--- config.mk ---
export PLATFORM = sky130hd
export DESIGN_NAME = aesl_deadlock_detect_unit
export DESIGN_NICKNAME = d
export VERILOG_FILES = /design/src/rtl/aesl_deadlock_pkg.sv /design/src/rtl/aesl_deadlock_prio_pick.sv /design/src/rtl/aesl_deadlock_detect_unit.sv
export SDC_FILE = /design/constraint.sdc
export NUM_CORES = 1
export LEC_CHECK = 0
export BUFFER_PORTS_ARGS = -buffer_cell sky130_fd_sc_hd__buf_2
export CAP_MARGIN = 20
export CORE_AREA = 2 2 39 41
export CTS_CLUSTER_DIAMETER = 200
export DETAILED_ROUTE_END_ITERATION = 10
export DIE_AREA = 0 0 41 43
export SLEW_MARGIN = 5
export SYNTH_ARGS = -nofsm -noshare
export SYNTH_HDL_FRONTEND = slang
export SYNTH_SLANG_ARGS = --single-unit
--- constraint.sdc ---
create_clock -name clock -period 1.7 [get_ports clock]
set_clock_uncertainty 0.1 [all_clocks]
set_input_delay 0.34 -clock clock [delete_from_list [all_inputs] [get_ports clock]]
set_output_delay 0.34 -clock clock [all_outputs]
set_load 0.03 [all_outputs]
--- src/rtl/aesl_deadlock_pkg.sv ---
// Shared deadlock-detection types: FSM encodings used by detect and report units.
package aesl_deadlock_pkg;

  typedef enum logic [1:0] {
    ST_IDLE = 2'd0,
    ST_WAIT = 2'd1,
    ST_DL   = 2'd2
  } dl_state_e;

endpackage

--- src/rtl/aesl_deadlock_prio_pick.sv ---
// Lowest-index set bit selector: returns a one-hot vector, or zero for a zero input.
module aesl_deadlock_prio_pick #(
  parameter int unsigned WIDTH = 1
) (
  input  logic [WIDTH-1:0] vec,
  output logic [WIDTH-1:0] onehot
);

  assign onehot = vec & (~vec + WIDTH'(1));

endmodule

--- src/rtl/aesl_deadlock_detect_unit.sv ---
// Per-process deadlock detector: propagates dependency vectors downstream, detects
// a dependency cycle through itself, and holds/forwards the circle report token.
module aesl_deadlock_detect_unit
  import aesl_deadlock_pkg::*;
#(
  parameter int unsigned PROC_NUM     = 4,
  parameter int unsigned MY_PROC_ID   = 0,
  parameter int unsigned IN_CHAN_NUM  = 1,
  parameter int unsigned OUT_CHAN_NUM = 1
) (
  input  logic                            clock,
  input  logic                            reset,
  input  logic [OUT_CHAN_NUM-1:0]         proc_dep_vld_vec,
  input  logic [IN_CHAN_NUM-1:0]          in_chan_dep_vld_vec,
  input  logic [IN_CHAN_NUM*PROC_NUM-1:0] in_chan_dep_data_vec,
  input  logic [IN_CHAN_NUM-1:0]          token_in_vec,
  input  logic                            dl_detect_in,
  input  logic                            origin,
  input  logic                            token_clear,
  output logic [OUT_CHAN_NUM-1:0]         out_chan_dep_vld_vec,
  output logic [PROC_NUM-1:0]             out_chan_dep_data,
  output logic [OUT_CHAN_NUM-1:0]         token_out_vec,
  output logic                            dl_detect_out
);

  localparam logic [PROC_NUM-1:0] MY_BIT = PROC_NUM'(1) << MY_PROC_ID;

  dl_state_e               r_state;
  dl_state_e               w_state_nxt;
  logic [PROC_NUM-1:0]     w_in_dep;
  logic [PROC_NUM-1:0]     r_dep;
  logic [OUT_CHAN_NUM-1:0] r_vld;
  logic [OUT_CHAN_NUM-1:0] w_pick;
  logic                    r_self_det;
  logic                    r_token_held;
  logic                    w_blocked;
  logic                    w_self_hit;
  logic                    w_self_det_set;

  // OR of all upstream dependency slices currently marked valid
  always_comb begin
    w_in_dep = '0;
    for (int unsigned i = 0; i < IN_CHAN_NUM; i++) begin
      if (in_chan_dep_vld_vec[i]) begin
        w_in_dep = w_in_dep | in_chan_dep_data_vec[i*PROC_NUM +: PROC_NUM];
      end
    end
  end

  assign w_blocked  = |proc_dep_vld_vec;
  assign w_self_hit = w_blocked & w_in_dep[MY_PROC_ID];

  always_ff @(posedge clock or negedge reset) begin
    if (!reset) begin
      r_state <= ST_IDLE;
    end else begin
      r_state <= w_state_nxt;
    end
  end

  always_comb begin
    w_state_nxt    = r_state;
    w_self_det_set = 1'b0;
    case (r_state)
      ST_IDLE: begin
        if (dl_detect_in) begin
          w_state_nxt = ST_DL;
        end else if (w_blocked) begin
          w_state_nxt = ST_WAIT;
        end
      end
      ST_WAIT: begin
        if (dl_detect_in || w_self_hit) begin
          w_state_nxt    = ST_DL;
          w_self_det_set = w_self_hit;
        end else if (!w_blocked) begin
          w_state_nxt = ST_IDLE;
        end
      end
      ST_DL:   w_state_nxt = ST_DL;
      default: w_state_nxt = ST_IDLE;
    endcase
  end

  // Dependency vector and valids track inputs until a deadlock freezes them
  always_ff @(posedge clock or negedge reset) begin
    if (!reset) begin
      r_dep        <= '0;
      r_vld        <= '0;
      r_self_det   <= 1'b0;
      r_token_held <= 1'b0;
    end else begin
      if (r_state != ST_DL) begin
        r_dep <= w_blocked ? (MY_BIT | w_in_dep) : '0;
        r_vld <= proc_dep_vld_vec;
      end
      if (w_self_det_set) begin
        r_self_det <= 1'b1;
      end
      if (r_state == ST_DL) begin
        if (token_clear) begin
          r_token_held <= 1'b0;
        end else if (origin || (|token_in_vec)) begin
          r_token_held <= 1'b1;
        end
      end
    end
  end

  aesl_deadlock_prio_pick #(
    .WIDTH (OUT_CHAN_NUM)
  ) u_pick (
    .vec    (r_vld),
    .onehot (w_pick)
  );

  assign out_chan_dep_data    = r_dep;
  assign out_chan_dep_vld_vec = r_vld;
  assign token_out_vec        = r_token_held ? w_pick : '0;
  assign dl_detect_out        = r_self_det | r_token_held;

endmodule

==> results.ini, run 1 <==
[status]
run_status=finished, final reports clean

[floorplanning]
row_count=14
coreArea_sq_um=1384
initial_core_util_pct=25.50
die_area_sq_um=1763
die_y_um=43
io_pins=19
die_w_um=41

[global_route]
grt_pass1_wl_um=1055
grt_pass1_vias=254
groute.usage.overall_pct=9.331
grt.overflow.total=0
antenna_violations_before_repair=0
grt_max_degree=9

[clocking]
cts.clk_slew.worst_paths_ns=0.05
ctsHtreeMaxLevel=1
cts_bufs_inserted=3
ctsRootBufferMaster=sky130_fd_sc_hd__clkbuf_4
clkLatencyLatePin_ns=0.25
tritoncts=done
cts_num_sinks=8
clockBufferDepth=2
cts-hold-fix-buffers=1
post_cts.resized_instances=0
postCtsSetupBuffers=0

[timing]
worst_pin_slew_ns=0.2355
final.setup.tns_ns=0
achievable-frequency_ghz=0.6577
final_min_period_over_clock_period_pct=89.44
hold_slack_ns=0.1611
timing.final.setup_violations=0
final_report_hold_violation_count=0
max-slew-margin-rel_pct=84.26
grt_setup_unrepaired=false
final_max_slew_violation_count=0
period_minus_slack_ns=1.520

[setup_path]
worst_setup_sp_type=flop
cp.arrival_ns=1.08
crit_path_max_fanout=3
worst_setup_path_end_kind=primary output
critical_path_class=flop to primary output
critical_path_required_ns=1.26

[placement]
io_buffers=18
globalplace.congestion=0.6035
postPlaceCellArea_sq_um=444.2

[synthesis]
synth.yosys.seq_area_share_pct=56.74
post_synth_instance_area_sq_um=352.8
postSynthRegisterBits=8
synthesis.nets=40
syn_avg_cell_area_sq_um=12.60
yosys_warnings=0
syn_inst=28
synth.lib_cells_used.distinct=16

[drt]
detail_route.iter0.violations=0
firstDrtPassIters=1
final_antenna_net_count=0
via_per_inst=4.453
wl_um=651
dr_total_vias=285
routed_wire_length_per_instance_um=10.17
remaining_drc_errors=0

[layout]
antenna_cells=0
layout.cells.most_common_list=sky130_fd_sc_hd__buf_2 (18), sky130_fd_sc_hd__dfrtp_1 (8), sky130_fd_sc_hd__a22o_1 (3), sky130_fd_sc_hd__clkbuf_4 (3)
finalInstanceArea_sq_um=476.7
mostFrequentLayoutCell=sky130_fd_sc_hd__buf_2
finalNetCount=62
area.growth.synth_to_final_pct=35.11
drive_above_1_share_pct=54.17

[power]
power_density_nw_per_um2=1141
post-layout-total-power_mw=0.5437
power_leakage_nw=0.2492
ir_worst_vdd_v=0.0004958

[hold_path]
hold_path_class=input port to flop

[job]
max-cap-violations=0

-- stage by stage --
| stage | util, % | worst slack, ns | std cells |
|---|---|---|---|
| 6_report | 34.45 | 0.1795 | 64 |
| 5_1_grt | 34.45 | 0.1357 | 64 |
| 4_1_cts | 34.45 | 0.1680 | 64 |
| 3_5_place_dp | 32.10 | 0.4346 | 60 |
| 3_3_place_gp | 32.10 | 0.4449 | 60 |
| 2_1_floorplan | - | 0.3938 | 28 |
-- flip-flops by register name (all words and copies together), names as in the netlist --
register / count
r_state: 2
r_token_held: 1
out_chan_dep_data: 4
r_self_det: 1
-- Yosys cell counts (all sizes together) --
| master | n | share of area [%] |
|---|---|---|
| a21oi | 2 | 2.8 |
| mux2 | 1 | 4.3 |
| buf | 2 | 5.3 |
| a31oi | 1 | 1.8 |
| nor2 | 2 | 4.3 |
| nand4 | 1 | 1.8 |
| dfrtp | 8 | 57 |
| o21bai | 1 | 2.1 |
| a22oi | 1 | 2.1 |
| a22o | 3 | 7.4 |
| nor2b | 1 | 3.9 |
| and2 | 1 | 1.8 |
| or2 | 2 | 3.5 |
| nand2 | 2 | 2.1 |
-- worst paths after layout --
| kind | slack, ns | from | to | depth (start not counted) |
|---|---|---|---|---|
| max | 0.18 | r_token_held | dl_detect_out | 2 |
| max in group asynchronous | 0.97 | reset | out_chan_dep_data[2] | 2 |
| max reg2reg | 0.48 | r_state[1] | out_chan_dep_data[0] | 2 |
| min reg2reg | 0.38 | r_self_det | r_self_det | 1 |
| min | 0.16 | token_clear | r_token_held | 2 |
| min in group asynchronous | 0.36 | reset | out_chan_dep_data[0] | 2 |
-- worst max-delay path, stage by stage (launching register included) --
cell and delay (ns):
sky130_fd_sc_hd__dfrtp_1 0.38, sky130_fd_sc_hd__or2_2 0.28, sky130_fd_sc_hd__buf_2 0.18
-- where the power goes --
group	switching (mW)	total [mW]	internal, mW
Combinational	0.108	0.172	0.0633
Clock	0.0591	0.140	0.0804
Sequential	0.0172	0.233	0.215
Total	0.185	0.544	0.359
-- cell families after synthesis --
family,after synthesis,share of synthesized area (%)
simple gates,9,17.38
compound gates,8,16.32
flops,8,56.74
buf+inv,2,5.320
mux,1,4.254
-- layer usage --
metal	up-vias	share of wire (%)	global-route usage, %
li1	140	-	-
met1	133	45	11.96
met2	12	45	11.88
met3	0	10	7.853
met4	0	0	2.000
met5	-	0	0
-- final cells by class --
class                           instances  area, sq um
Fill cell                             143        907.1
Sequential cell                         8        200.2
Multi-Input combinational cell         18        133.9
Timing Repair Buffer                   19        100.1
Clock buffer                            3        22.52
Tap cell                               16        20.02
Power figures use the tool's default switching activity.
==> run 2: changes to the inputs <==
--- a/config.mk
+++ b/config.mk
@@ -7,10 +7,12 @@
 export LEC_CHECK = 0
 export BUFFER_PORTS_ARGS = -buffer_cell sky130_fd_sc_hd__buf_2
 export CAP_MARGIN = 20
-export CORE_AREA = 2 2 39 41
+export CELL_PAD_IN_SITES_DETAIL_PLACEMENT = 0
+export CELL_PAD_IN_SITES_GLOBAL_PLACEMENT = 1
+export CORE_UTILIZATION = 26
 export CTS_CLUSTER_DIAMETER = 200
 export DETAILED_ROUTE_END_ITERATION = 10
-export DIE_AREA = 0 0 41 43
+export PLACE_DENSITY_LB_ADDON = 0.1
 export SLEW_MARGIN = 5
 export SYNTH_ARGS = -nofsm -noshare
 export SYNTH_HDL_FRONTEND = slang
==> constraint.sdc (replaced) <==
create_clock -name clock -period 1.2 [get_ports clock]
set_clock_uncertainty 0.1 [all_clocks]
set_input_delay 0.24 -clock clock [delete_from_list [all_inputs] [get_ports clock]]
set_output_delay 0.24 -clock clock [all_outputs]
set_load 0.03 [all_outputs]
==> run 2 against run 1 <==
Against the previous run: the flow now finishes with violations (setup timing); sequential share of layout area decreased by 4.4 points; final cell count increased by 3.1%; global-route usage rose by 3.9 points; first-iteration DRC count up 6.
==> results.ini, run 2 (synthesis results as in run 1) <==
[setup_path]
worst_setup_path_end_kind=primary output
worstRegToRegCells=2
ff2ff_setup_slack_ns=0.06
critical_path_required_ns=0.86
timing.critical_path.to=dl_detect_out
critical_path_class=flop to primary output
worst_setup_path_startpoint=r_token_held
crit_path_max_fanout=3
timing.rr.start=r_state[0]
cp.arrival_ns=1.01
worst_setup_sp_type=flop
worst_r2r_dst=out_chan_dep_data[0]

[floorplanning]
die_area_sq_um=1509
row_count=12
die_w_um=38.84
io_pins=19
coreArea_sq_um=1186
initial_core_util_pct=29.75
die_y_um=38.84

[timing]
worst_pin_slew_ns=0.1954
final_min_period_over_clock_period_pct=112.4
timing.final.setup_violations=2
period_minus_slack_ns=1.349
max-slew-margin-rel_pct=86.94
final_max_slew_violation_count=0
final_report_hold_violation_count=0
achievable-frequency_ghz=0.7412
postLayoutSetupSlackWorst_ns=-0.1492
grt_setup_unrepaired=true

[layout]
area.growth.synth_to_final_pct=51.06
layout.cells.most_common_list=sky130_fd_sc_hd__buf_2 (14), sky130_fd_sc_hd__dfrtp_1 (8), sky130_fd_sc_hd__buf_6 (4), sky130_fd_sc_hd__buf_4 (4)
multi_input_comb_area_sq_um=137.6
finalNetCount=66
layout.filler_cells=122
drive_above_1_share_pct=59.62
largest_register_ffs=4
antenna_cells=0
mostFrequentLayoutCell=sky130_fd_sc_hd__buf_2
register_area_sq_um=200.2

[placement]
globalplace.congestion=0.7458
final_hpwl_dp_um=560
dp_worst_setup_slack_ns=0.02661
io_buffers=18

[hold_path]
hold_path_class=input port to flop

[clocking]
ctsRootBufferMaster=sky130_fd_sc_hd__clkbuf_4
cts_num_sinks=8
clkLatencyLatePin_ns=0.25
tritoncts=done
cts_bufs_inserted=3
clockBufferDepth=2
ctsHtreeMaxLevel=1
cts.clk_slew.worst_paths_ns=0.05

[drt]
final_antenna_net_count=0
detail_route.iter0.violations=6
wl_um=734
firstDrtPassIters=4
routed_wire_length_per_instance_um=11.12
dr_total_vias=291
remaining_drc_errors=0
via_per_inst=4.409

[global_route]
grt_pass1_vias=292
groute.usage.overall_pct=13.20
grt.overflow.total=0
grt_pass1_wl_um=1242
grt_max_degree=9
antenna_violations_before_repair=0

[status]
violations=setup timing
run_status=finished with violations

[job]
max-cap-violations=0

[power]
post-layout-total-power_mw=0.8514
ir_worst_vdd_v=0.0005816
power_leakage_nw=0.2764
power_density_nw_per_um2=1597

run 2: cell count changes in the layout (fill, tap and decap cells not counted):
cell and delta:
sky130_fd_sc_hd__buf_2 -4, sky130_fd_sc_hd__buf_4 +4, sky130_fd_sc_hd__buf_6 +4, sky130_fd_sc_hd__and2_1 -1, sky130_fd_sc_hd__and2_2 +1, sky130_fd_sc_hd__or2_2 -1, sky130_fd_sc_hd__or2_4 +1
run 2: what timing repair did:
| item | CTS | global route |
|---|---|---|
| buffers inserted | 0 | 1 |
| hold buffers | 1 | 0 |
| endpoints found under the hold margin | 8 | 0 |
| endpoints found under the setup margin | 2 | 4 |
| gates cloned | 0 | 0 |
| resized for setup | 5 | 6 |
| pin swaps | 1 | 0 |
run 2: metal layers:
| layer | wire length (um) | vias to the layer above | share of wire [%] | track usage (%) |
|---|---|---|---|---|
| li1 | - | 148 | - | - |
| met5 | 0 | - | 0 | 0 |
| met1 | 363 | 130 | 49 | 14.80 |
| met2 | 328 | 11 | 45 | 19.58 |
| met3 | 35 | 2 | 4.8 | 3.468 |
| met4 | 7 | 0 | 0.95 | 12.93 |
run 2: where the power goes:
group / internal [mW] / switching [mW]
Clock: 0.114 / 0.0895
Sequential: 0.305 / 0.0277
Combinational: 0.151 / 0.164
Total: 0.570 / 0.281
run 2: worst min-delay path by stage:
stage,from,endpoint,slack (ns),cells past startpoint
final,token_clear,r_token_held,0.06,2
after global routing,token_clear,r_token_held,0.07,2
after CTS,token_clear,r_token_held,0.05,2
after detailed placement,reset,out_chan_dep_data[1],-0.008,1
after global placement,reset,out_chan_dep_data[1],-0.01,1
after floorplan,reset,out_chan_dep_data[0],-0.16,0
run 2: critical path: stages, from the launching register on:
cell                      delay, ns
sky130_fd_sc_hd__dfrtp_1       0.39
sky130_fd_sc_hd__or2_4         0.23
sky130_fd_sc_hd__buf_6         0.14
run 2: stage by stage:
stage          TNS [ns]  cell area [sq um]  cells  hold WS, ns  util [%]
5_1_grt         -0.3750              533.0     66      0.06667     44.94
3_5_place_dp          0              465.4     61    -0.007973     39.24
3_3_place_gp          0              465.4     61     -0.01181     39.24
6_report        -0.2792              533.0     66      0.06176     44.94
2_1_floorplan         0              354.1     28      -0.1556         -
4_1_cts         -0.2899              513.0     65      0.05407     43.25
run 2: area by class of cell:
| class | count | share of cell area, % |
|---|---|---|
| multi-input combinational | 18 | 25.82 |
| sequential | 8 | 37.56 |
| timing repair buffer | 23 | 29.11 |
| clock buffer | 3 | 4.225 |
| tap | 14 | 3.286 |
==> run 3: changes to the inputs <==
--- a/config.mk
+++ b/config.mk
@@ -11,8 +11,10 @@
 export CELL_PAD_IN_SITES_GLOBAL_PLACEMENT = 1
 export CORE_UTILIZATION = 26
 export CTS_CLUSTER_DIAMETER = 200
+export CTS_CLUSTER_SIZE = 12
 export DETAILED_ROUTE_END_ITERATION = 10
 export PLACE_DENSITY_LB_ADDON = 0.1
+export RECOVER_POWER = 100
 export SLEW_MARGIN = 5
 export SYNTH_ARGS = -nofsm -noshare
 export SYNTH_HDL_FRONTEND = slang
==> run 3 against run 2 <==
Against the previous run: combinational power is essentially flat; register-to-register slack lost 0.08 ns; clock power about the same; the flow still finishes with violations (setup timing); non-clock buffer count did not move; cell area shrank 2.6%; highest routed layer unchanged; worst setup slack hardly changed; sequential power barely moved; first-iteration DRC count is 17% higher.
==> results.ini, run 3 (synthesis results as in run 1) <==
[setup_path]
worst_setup_sp_type=flop
timing.rr.start=r_state[0]
worst_setup_path_end_kind=primary output
critical_path_required_ns=0.86
worst_setup_path_startpoint=r_self_det
cp.arrival_ns=1.01
critical_path_class=flop to primary output
crit_path_max_fanout=2

[layout]
drive_above_1_share_pct=53.85
largest_register_ffs=4
finalNetCount=66
area.growth.synth_to_final_pct=47.16
antenna_cells=0
layout.cells.most_common_list=sky130_fd_sc_hd__buf_2 (10), sky130_fd_sc_hd__dfrtp_1 (8), sky130_fd_sc_hd__buf_6 (4)
mostFrequentLayoutCell=sky130_fd_sc_hd__buf_2

[global_route]
groute.usage.overall_pct=13.20
grt.overflow.total=0
grt_pass1_wl_um=1242
antenna_violations_before_repair=0
grt_pass1_vias=292
grt_max_degree=9

[clocking]
cts_num_sinks=8
tritoncts=done
clockBufferDepth=2
cts.clk_slew.worst_paths_ns=0.05
cts_bufs_inserted=3
clkLatencyLatePin_ns=0.25
ctsHtreeMaxLevel=1
ctsRootBufferMaster=sky130_fd_sc_hd__clkbuf_4

[drt]
detail_route.iter0.violations=7
via_per_inst=4.409
wl_um=730
firstDrtPassIters=4
remaining_drc_errors=0
final_antenna_net_count=0
dr_total_vias=291
routed_wire_length_per_instance_um=11.06

[floorplanning]
row_count=12
die_y_um=38.84
die_area_sq_um=1509
die_w_um=38.84
initial_core_util_pct=29.75
io_pins=19
coreArea_sq_um=1186

[placement]
globalplace.congestion=0.7458
dp_worst_setup_slack_ns=0.02661
io_buffers=18
final_hpwl_dp_um=560

[power]
power_leakage_nw=0.2553
power_density_nw_per_um2=1637
post-layout-total-power_mw=0.8502
ir_worst_vdd_v=0.0005804

[status]
violations=setup timing
run_status=finished with violations

[timing]
hold_slack_ns=0.06251
final_max_slew_violation_count=0
timing.final.setup_violations=3
postLayoutSetupSlackWorst_ns=-0.1492
max-slew-margin-rel_pct=70.86
final_report_hold_violation_count=0
final_min_period_over_clock_period_pct=112.4
period_minus_slack_ns=1.349
worst_pin_slew_ns=0.4372
achievable-frequency_ghz=0.7412
final.setup.tns_ns=-0.2979
grt_setup_unrepaired=true

[hold_path]
hp-start=token_clear
hold_path_class=input port to flop

[job]
max-cap-violations=0

[run 3: changes by cell type in the layout (fill, tap and decap cells not counted), sizes merged]
cell	delta
buf	-6
clkbuf	+6
[run 3: per-stage QoR]
stage / std cells / utilization (%) / area [sq um]
finish: 66 / 43.78 / 519.2
global placement: 61 / 39.24 / 465.4
CTS: 65 / 43.25 / 513.0
floorplan: 28 / - / 354.1
global route: 66 / 43.78 / 519.2
detailed placement: 61 / 39.24 / 465.4
[run 3: critical path, cell delays in order, from the launching register on]
cell                      delay, ns
sky130_fd_sc_hd__dfrtp_1       0.38
sky130_fd_sc_hd__or2_4         0.25
sky130_fd_sc_hd__buf_6         0.14
[run 3: layout make-up]
| type | count | area (sq um) |
|---|---|---|
| Fill cell | 125 | 666.9 |
| Sequential cell | 8 | 200.2 |
| Multi-Input combinational cell | 18 | 132.6 |
| Timing Repair Buffer | 23 | 146.4 |
| Clock buffer | 3 | 22.52 |
| Tap cell | 14 | 17.52 |
[run 3: what timing repair did]
action | CTS | global route
pin swaps | 1 | 0
hold buffers | 1 | 0
endpoints found under the setup margin | 2 | 4
resized for setup | 5 | 6
endpoints found under the hold margin | 8 | 0
buffers inserted | 0 | 1
[run 3: where the power goes]
group	internal [mW]	switching [mW]	total (mW)
registers	0.305	0.0284	0.333
clock network	0.114	0.0888	0.203
logic	0.150	0.164	0.314
[run 3: final timing paths]
kind,endpoint,slack (ns),cells past startpoint
hold / removal,r_token_held,0.06,2
hold reg to reg,r_self_det,0.38,1
max in group asynchronous,out_chan_dep_data[3],0.36,2
setup reg to reg,out_chan_dep_data[0],-0.02,2
min in group asynchronous,out_chan_dep_data[0],0.33,2
setup / recovery,dl_detect_out,-0.15,2
[run 3: per-layer routing]
metal	share of wire, %	vias to the layer above	global-route usage [%]
met3	4.8	2	3.468
met5	0	-	0
met1	50	129	14.80
met2	45	11	19.58
met4	0.96	0	12.93
li1	-	149	-
